<file path="src/rtl/logic_serial_ctrl.sv">
// rtl/logic_serial_ctrl.sv - bit-serial sequencer driving a shared 1-bit logic slice
// Accepts an operand pair, streams it LSB-first through the slice, and returns the assembled result.
module logic_serial_ctrl #(
  parameter int WIDTH = 32
) (
  input  logic             clk,
  input  logic             rst_n,
  input  logic             start_valid,
  output logic             start_ready,
  input  logic [WIDTH-1:0] op_a,
  input  logic [WIDTH-1:0] op_b,
  input  logic [1:0]       op_sel,
  output logic             lu_a,
  output logic             lu_b,
  output logic [1:0]       lu_sel,
  input  logic             lu_e,
  output logic             result_valid,
  input  logic             result_ready,
  output logic [WIDTH-1:0] result,
  output logic             result_zero,
  output logic             busy
);

  localparam int CW = $clog2(WIDTH);
  localparam logic [CW-1:0] LAST = CW'(WIDTH - 1);

  typedef enum logic [1:0] {IDLE, RUN, DONE} state_e;

  state_e           state_q, state_d;
  logic [WIDTH-1:0] a_q, a_d;
  logic [WIDTH-1:0] b_q, b_d;
  logic [WIDTH-1:0] res_q, res_d;
  logic [1:0]       sel_q, sel_d;
  logic [CW-1:0]    cnt_q, cnt_d;

  always_ff @(posedge clk or negedge rst_n) begin
    if (!rst_n) begin
      state_q <= IDLE;
      a_q     <= '0;
      b_q     <= '0;
      res_q   <= '0;
      sel_q   <= '0;
      cnt_q   <= '0;
    end else begin
      state_q <= state_d;
      a_q     <= a_d;
      b_q     <= b_d;
      res_q   <= res_d;
      sel_q   <= sel_d;
      cnt_q   <= cnt_d;
    end
  end

  always_comb begin
    state_d      = state_q;
    a_d          = a_q;
    b_d          = b_q;
    res_d        = res_q;
    sel_d        = sel_q;
    cnt_d        = cnt_q;
    start_ready  = 1'b0;
    result_valid = 1'b0;
    lu_a         = 1'b0;
    lu_b         = 1'b0;
    lu_sel       = 2'b00;
    case (state_q)
      IDLE: begin
        start_ready = 1'b1;
        if (start_valid) begin
          a_d     = op_a;
          b_d     = op_b;
          sel_d   = op_sel;
          cnt_d   = '0;
          res_d   = '0;
          state_d = RUN;
        end
      end
      RUN: begin
        lu_a   = a_q[0];
        lu_b   = b_q[0];
        lu_sel = sel_q;
        a_d    = a_q >> 1;
        b_d    = b_q >> 1;
        // Slice output enters at the MSB so bit i settles at position i after WIDTH shifts.
        res_d  = {lu_e, res_q[WIDTH-1:1]};
        if (cnt_q == LAST) begin
          cnt_d   = '0;
          state_d = DONE;
        end else begin
          cnt_d = cnt_q + CW'(1);
        end
      end
      DONE: begin
        result_valid = 1'b1;
        if (result_ready) begin
          state_d = IDLE;
        end
      end
      default: state_d = IDLE;
    endcase
  end

  assign result      = res_q;
  assign result_zero = ~|res_q;
  assign busy        = (state_q != IDLE);

endmodule

</file>
<file path="config.mk">
export PLATFORM = sky130hd
export DESIGN_NAME = logic_serial_ctrl
export DESIGN_NICKNAME = d
export VERILOG_FILES = /design/src/rtl/logic_serial_ctrl.sv
export SDC_FILE = /design/constraint.sdc
export NUM_CORES = 1
export LEC_CHECK = 0
export ABC_CLOCK_PERIOD_IN_PS = 2600
export BUFFER_PORTS_ARGS = -buffer_cell sky130_fd_sc_hd__buf_4
export CORE_MARGIN = 4
export CORE_UTILIZATION = 59
export CTS_BUF_LIST = sky130_fd_sc_hd__clkbuf_8
export DETAILED_ROUTE_END_ITERATION = 6
export PLACE_DENSITY = 0.93
export SETUP_SLACK_MARGIN = 0.3
export SLEW_MARGIN = 15
export SYNTH_ARGS = -nofsm -noshare
export SYNTH_HDL_FRONTEND = slang
export SYNTH_SLANG_ARGS = --single-unit
</file>
<file path="constraint.sdc">
create_clock -name clk -period 2.6 [get_ports clk]
set_clock_uncertainty 0.1 [all_clocks]
set_input_delay 0.26 -clock clk [delete_from_list [all_inputs] [get_ports clk]]
set_output_delay 0.26 -clock clk [all_outputs]
set_load 0.02 [all_outputs]
</file>
==> Word level (Yosys, flattened, before mapping) <==
Cells that the tools add are included.
{ "op_classes": {"n_addsub": 1, "eq_ne": 6, "muxes": 18, "n_reduce_logical": 8} }
{ "op_table": {"columns": ["cell", "n"], "rows": [
  ["32-bit case mux with 2 select lines", 3],
  ["32-bit two-way mux", 3],
  ["32-bit OR reduction", 1],
  ["5-bit two-way mux", 2],
  ["5-bit case mux with 2 select lines", 1],
  ["2-bit two-way mux", 4],
  ["2-bit != test, second input constant", 3],
  ["2-bit case mux with 3 select lines", 1],
  ["5-bit by 1-bit adder with 5-bit output, second input constant", 1],
  ["5-bit == test, second input constant", 1],
  ["1-bit two-way mux", 4],
  ["2-bit AND reduction", 2],
  ["2-bit nonzero test", 2],
  ["3-bit AND reduction", 1],
  ["2-bit by 1-bit == test with 1-bit output, second input constant", 1],
  ["2-bit == test, second input constant", 1],
  ["2-bit logical NOT", 1],
  ["1-bit logical NOT", 1]
]} }
{ "word_totals": {"register_bits": 105, "in_bits": 71, "word_cells": 39} }

==> Longest topological paths before layout <==
{ "logic_depth": {"word_depth": 3, "mapped_depth": 6, "depth_no_buf": 6} }

==> Worst setup path before layout <==
OpenSTA, ideal clock, no wires.
{ "synth_path": {"path_type": "register to register", "startpoint": "register cnt_q[0]", "endpoint": "register cnt_q[3]", "setup_ns": 0.069, "arrival_ns": 1.571, "t_required_ns": 2.431, "slack_ns": 0.860, "stages_incl_launch_ff": 7, "path_buffers": 0, "synth_period_minus_slack_ns": 1.740, "path_cell_list": "dfrtp_1 ha_1 and3_1 ha_1 nand2b_1 or4_1 nand3_1"} }
{ "synth_between": {"elab_chain_cells": 3} }
{ "synth_lines": {"columns": ["element", "line_no", "text"], "rows": [
  ["start, declared", "34", "logic [CW-1:0] cnt_q, cnt_d;"],
  ["start signal, assigned", "50", "cnt_q <= cnt_d;"],
  ["5-bit by 1-bit adder with 5-bit output / 5-bit == test (equally long branches)", "90, 86", null],
  ["5-bit two-way mux *", "86", "if (cnt_q == LAST) begin"],
  ["5-bit case mux with 2 select lines *", "66", "case (state_q)"]
]} }
Every way passes the cells marked *; elsewhere a longest branch is shown, timed or not.
A chain may end at the register's enable or synchronous reset.

==> Final worst setup path <==
{ "layout_path": {"startpoint": "register state_q[0]", "endpoint": "output result_valid"} }
{ "layout_between": {"elab_chain_cells": 2} }
{ "layout_lines": {"columns": ["element", "line_no", "text"], "rows": [
  ["start, declared", "29", "state_e state_q, state_d;"],
  ["start signal, assigned", "45", "state_q <= state_d;"],
  ["2-bit == test", "66", null],
  ["1-bit two-way mux", "66", null],
  ["end, declared", "17", "output logic result_valid,"]
]} }
Every way passes these cells.

==> key figures <==
Global route
  – Initial antenna violation count: 0
  – First-pass GRT wire length: 17,200 um
  – Largest net degree at the start of global routing: 56
  – Vias in the first global route: approximately 3.5k
  – Overall routing resource usage: 24.6%
  – Total grt overflow: 0

STA
  – Final period utilization: 83.7%
  – Final worst slack: 423 ps
  – RSZ-0062 raised after global routing: false
  – Fin Setup TNS: 0 ps
  – Setup-failing EPs final: 0
  – Worst-Margin Slew: about 600 ps
  – Tmin final: 2180 ps
  – Final hold viol count: 0
  – Slew margin rel.: around three fifths
  – Slew Viols, Final: 0
  – Max Freq: between 400 and 500 MHz

Detailed routing
  – DR vias: 3,743
  – Post-route DRC violation count: 0
  – Pre-antenna DRT Iters: 6
  – Final ANT Viol Nets: 0
  – Wire per inst: 17.2 um
  – Via-per-instance ratio: 6.04
  – Detailed Route WL: roughly 11,000 um
  – DR iter-0 viols: 269

Worst setup path
  – Critical path class: flop to primary output
  – Reg-to-Reg End: b_q[16]
  – Worst Path Arrival: 1820 ps
  – Register-to-Register Path Depth: 4
  – Crit Path Max Fanout: 55
  – WP data required: 2240 ps
  – Reg2reg setup slack: 680 ps
  – Critical Path Start Type: flop
  – RR Startpoint: state_q[1]
  – CP endpoint kind: primary output

Floorplanning
  – Die Y: 95.0 um
  – Die width: 95.0 um
  – # rows: 31
  – Initial Utilization: between 60% and 70%
  – Die area: around 9000 sq um
  – Ports: 111
  – Core Box Area: 7290 sq um

Clock network
  – Bufs on Longest Clock Path: 2
  – CTS tree: yes
  – CTS root buffer: clkbuf_8
  – TritonCTS Buffers: 9
  – H-tree Lvls: 3
  – CTS clk-pin slew, worst paths: 100 ps
  – Skew-Pair Late Insertion Delay: 370 ps
  – Clock Sinks: 105
  – Post-CTS Setup Bufs: 0

Synth
  – Post-synth top area cell: dfrtp_1
  – Async SR Flop Fraction: 100%
  – Synth Area in Compound Gates: between 20% and 30%
  – Synth Net Count: 492
  – Adder-Cell Fraction of Synth Area: less than 1%
  – Most common cell in the netlist: dfrtp_1
  – #FFs+latches synth: 105
  – Synth warn: 0
  – Synth Instances: around 420
  – Simple-Gate Fraction of Synth Area: 10.1%
  – Area contributors post-synth: dfrtp_1 59%, a22oi_1 10%, o21ai_0 7.2%, a22o_1 7.1%, nand2_1 5.0%
  – Mapped Area: about 4500 sq um
  – Synth cell types: 24
  – EDFF count, synth: 0
  – Sequential share of the synthesized area: around three fifths
  – Mapped Avg Cell Area: 10.7 sq um
  – Post-synthesis mux area share: less than 1%
  – Largest family of logic cells by synthesized area: compound AO/OA/AOI/OAI gates
  – Ys flop type: dfrtp_1
  – Synth Area in XOR/XNOR: 0%
  – Most frequent cells after synthesis: 105 x dfrtp_1, 64 x o21ai_0, 62 x a22oi_1, 59 x nand2_1, 36 x a22o_1
  – Share of the synthesized area in the top cell type: 58.8%

Placement
  – GPL Wtd Cong: 0.798
  – Port buffer count: 110
  – Pre-CTS setup slack: 716 ps
  – Hpwl dp: 7220 um

Power
  – P_leak: 2.57 nW
  – Peak supply drop: 820 uV
  – Pwr Density: 1120 nW/um^2

Min path
  – Min-delay src: op_sel[1]
  – Worst-case hold path end point: sel_q[1]
  – Hold-critical path depth: 2
  – Class of the worst hold path: primary input to flop

Run
  – Max-cap violations: 0

Cells and area
  – Synth-to-Final Area Change: 25.3%
  – Fillers: 502
  – Share of cells above drive strength 1: 27.4%
  – N_diodes: 0
  – Post-layout nets: 589

Run status
  – Status: finished, final reports clean
worst max-delay path, cell delays in order, from the launching register on:
cell	delay [ps]
dfrtp_2	570
buf_4	530
nor2b_1	130
buf_4	190
cell type report:
class	count	area [sq um]	area share, %
repair buffers	123	953	17.0
multi-input cells	274	1690	30.2
clock buffers	9	124	2.21
flip-flops and latches	105	2630	47.0
well taps	99	124	2.21
inverters	3	11.3	0.201
clock inverters	7	70.1	1.25
worst max-delay path by stage:
stage / from / endpoint / slack [ps] / cells past startpoint
after floorplan: cnt_q[0] / cnt_q[3] / 860 / 6
after global placement: state_q[0] / cnt_q[3] / 760 / 4
final: state_q[0] / result_valid / 420 / 3
after detailed placement: state_q[0] / cnt_q[3] / 720 / 4
after global routing: state_q[0] / result_valid / 360 / 3
after CTS: state_q[0] / result_valid / 440 / 3
state kept, by name (all words and copies together), names as in the netlist:
signal,flops
cnt_q,5
a_q,32
b_q,32
result,32
sel_q,2
state_q,2
cells in the final DEF (no fill, tap or decap), types with 4 or more instances in the layout:
| cell | count |
|---|---|
| a21oi_1 | 9 |
| a22o_1 | 36 |
| a22oi_1 | 62 |
| and2_1 | 4 |
| buf_4 | 119 |
| clkbuf_8 | 9 |
| dfrtp_1 | 103 |
| inv_1 | 4 |
| nand2_1 | 59 |
| nor2_1 | 4 |
| nor2b_1 | 11 |
| nor4_1 | 8 |
| o21ai_0 | 64 |
through the flow:
| step | util [%] | area (sq um) | hold WS, ps | total power, mW | instances |
|---|---|---|---|---|---|
| 2_1_floorplan | - | 4470 | -136 | 4.34 | 419 |
| 4_1_cts | 76.8 | 5600 | 8.75 | 6.29 | 620 |
| 3_3_place_gp | 73.9 | 5390 | 109 | 5.12 | 602 |
| 3_5_place_dp | 73.9 | 5390 | 114 | 5.28 | 602 |
| 6_report | 76.8 | 5600 | 17.1 | 6.25 | 620 |
| 5_1_grt | 76.8 | 5600 | 1.89 | 6.67 | 620 |
timing repair:
item | 4_1_cts | 5_1_grt
hold buffers | 2 | 0
endpoints found under the hold margin | 30 | 0
gates resized for setup | 0 | 0
per-layer routing:
metal | vias up | share of wire (%) | track usage, %
met5 | - | 0 | 0
met4 | 0 | 1.3 | 7.45
met3 | 17 | 8.0 | 5.92
met2 | 148 | 50 | 38.6
met1 | 1841 | 41 | 34.3
li1 | 1737 | - | -
cells by family (layout without fill, tap and decap cells):
| kind of cell | count (synthesis) | count (layout) |
|---|---|---|
| adders and majority gates | 2 | 2 |
| muxes | 2 | 2 |
| DFF | 105 | 105 |
| and+or+nand+nor | 97 | 97 |
| buffers and inverters | 40 | 142 |
| AOI/OAI and AO/OA | 173 | 173 |
power by group:
part,switching (mW),internal [mW]
sequential,0.498,2.27
combinational,1.33,1.15
clock,0.559,0.447
total,2.38,3.86
(Power assumes the default switching activity.)
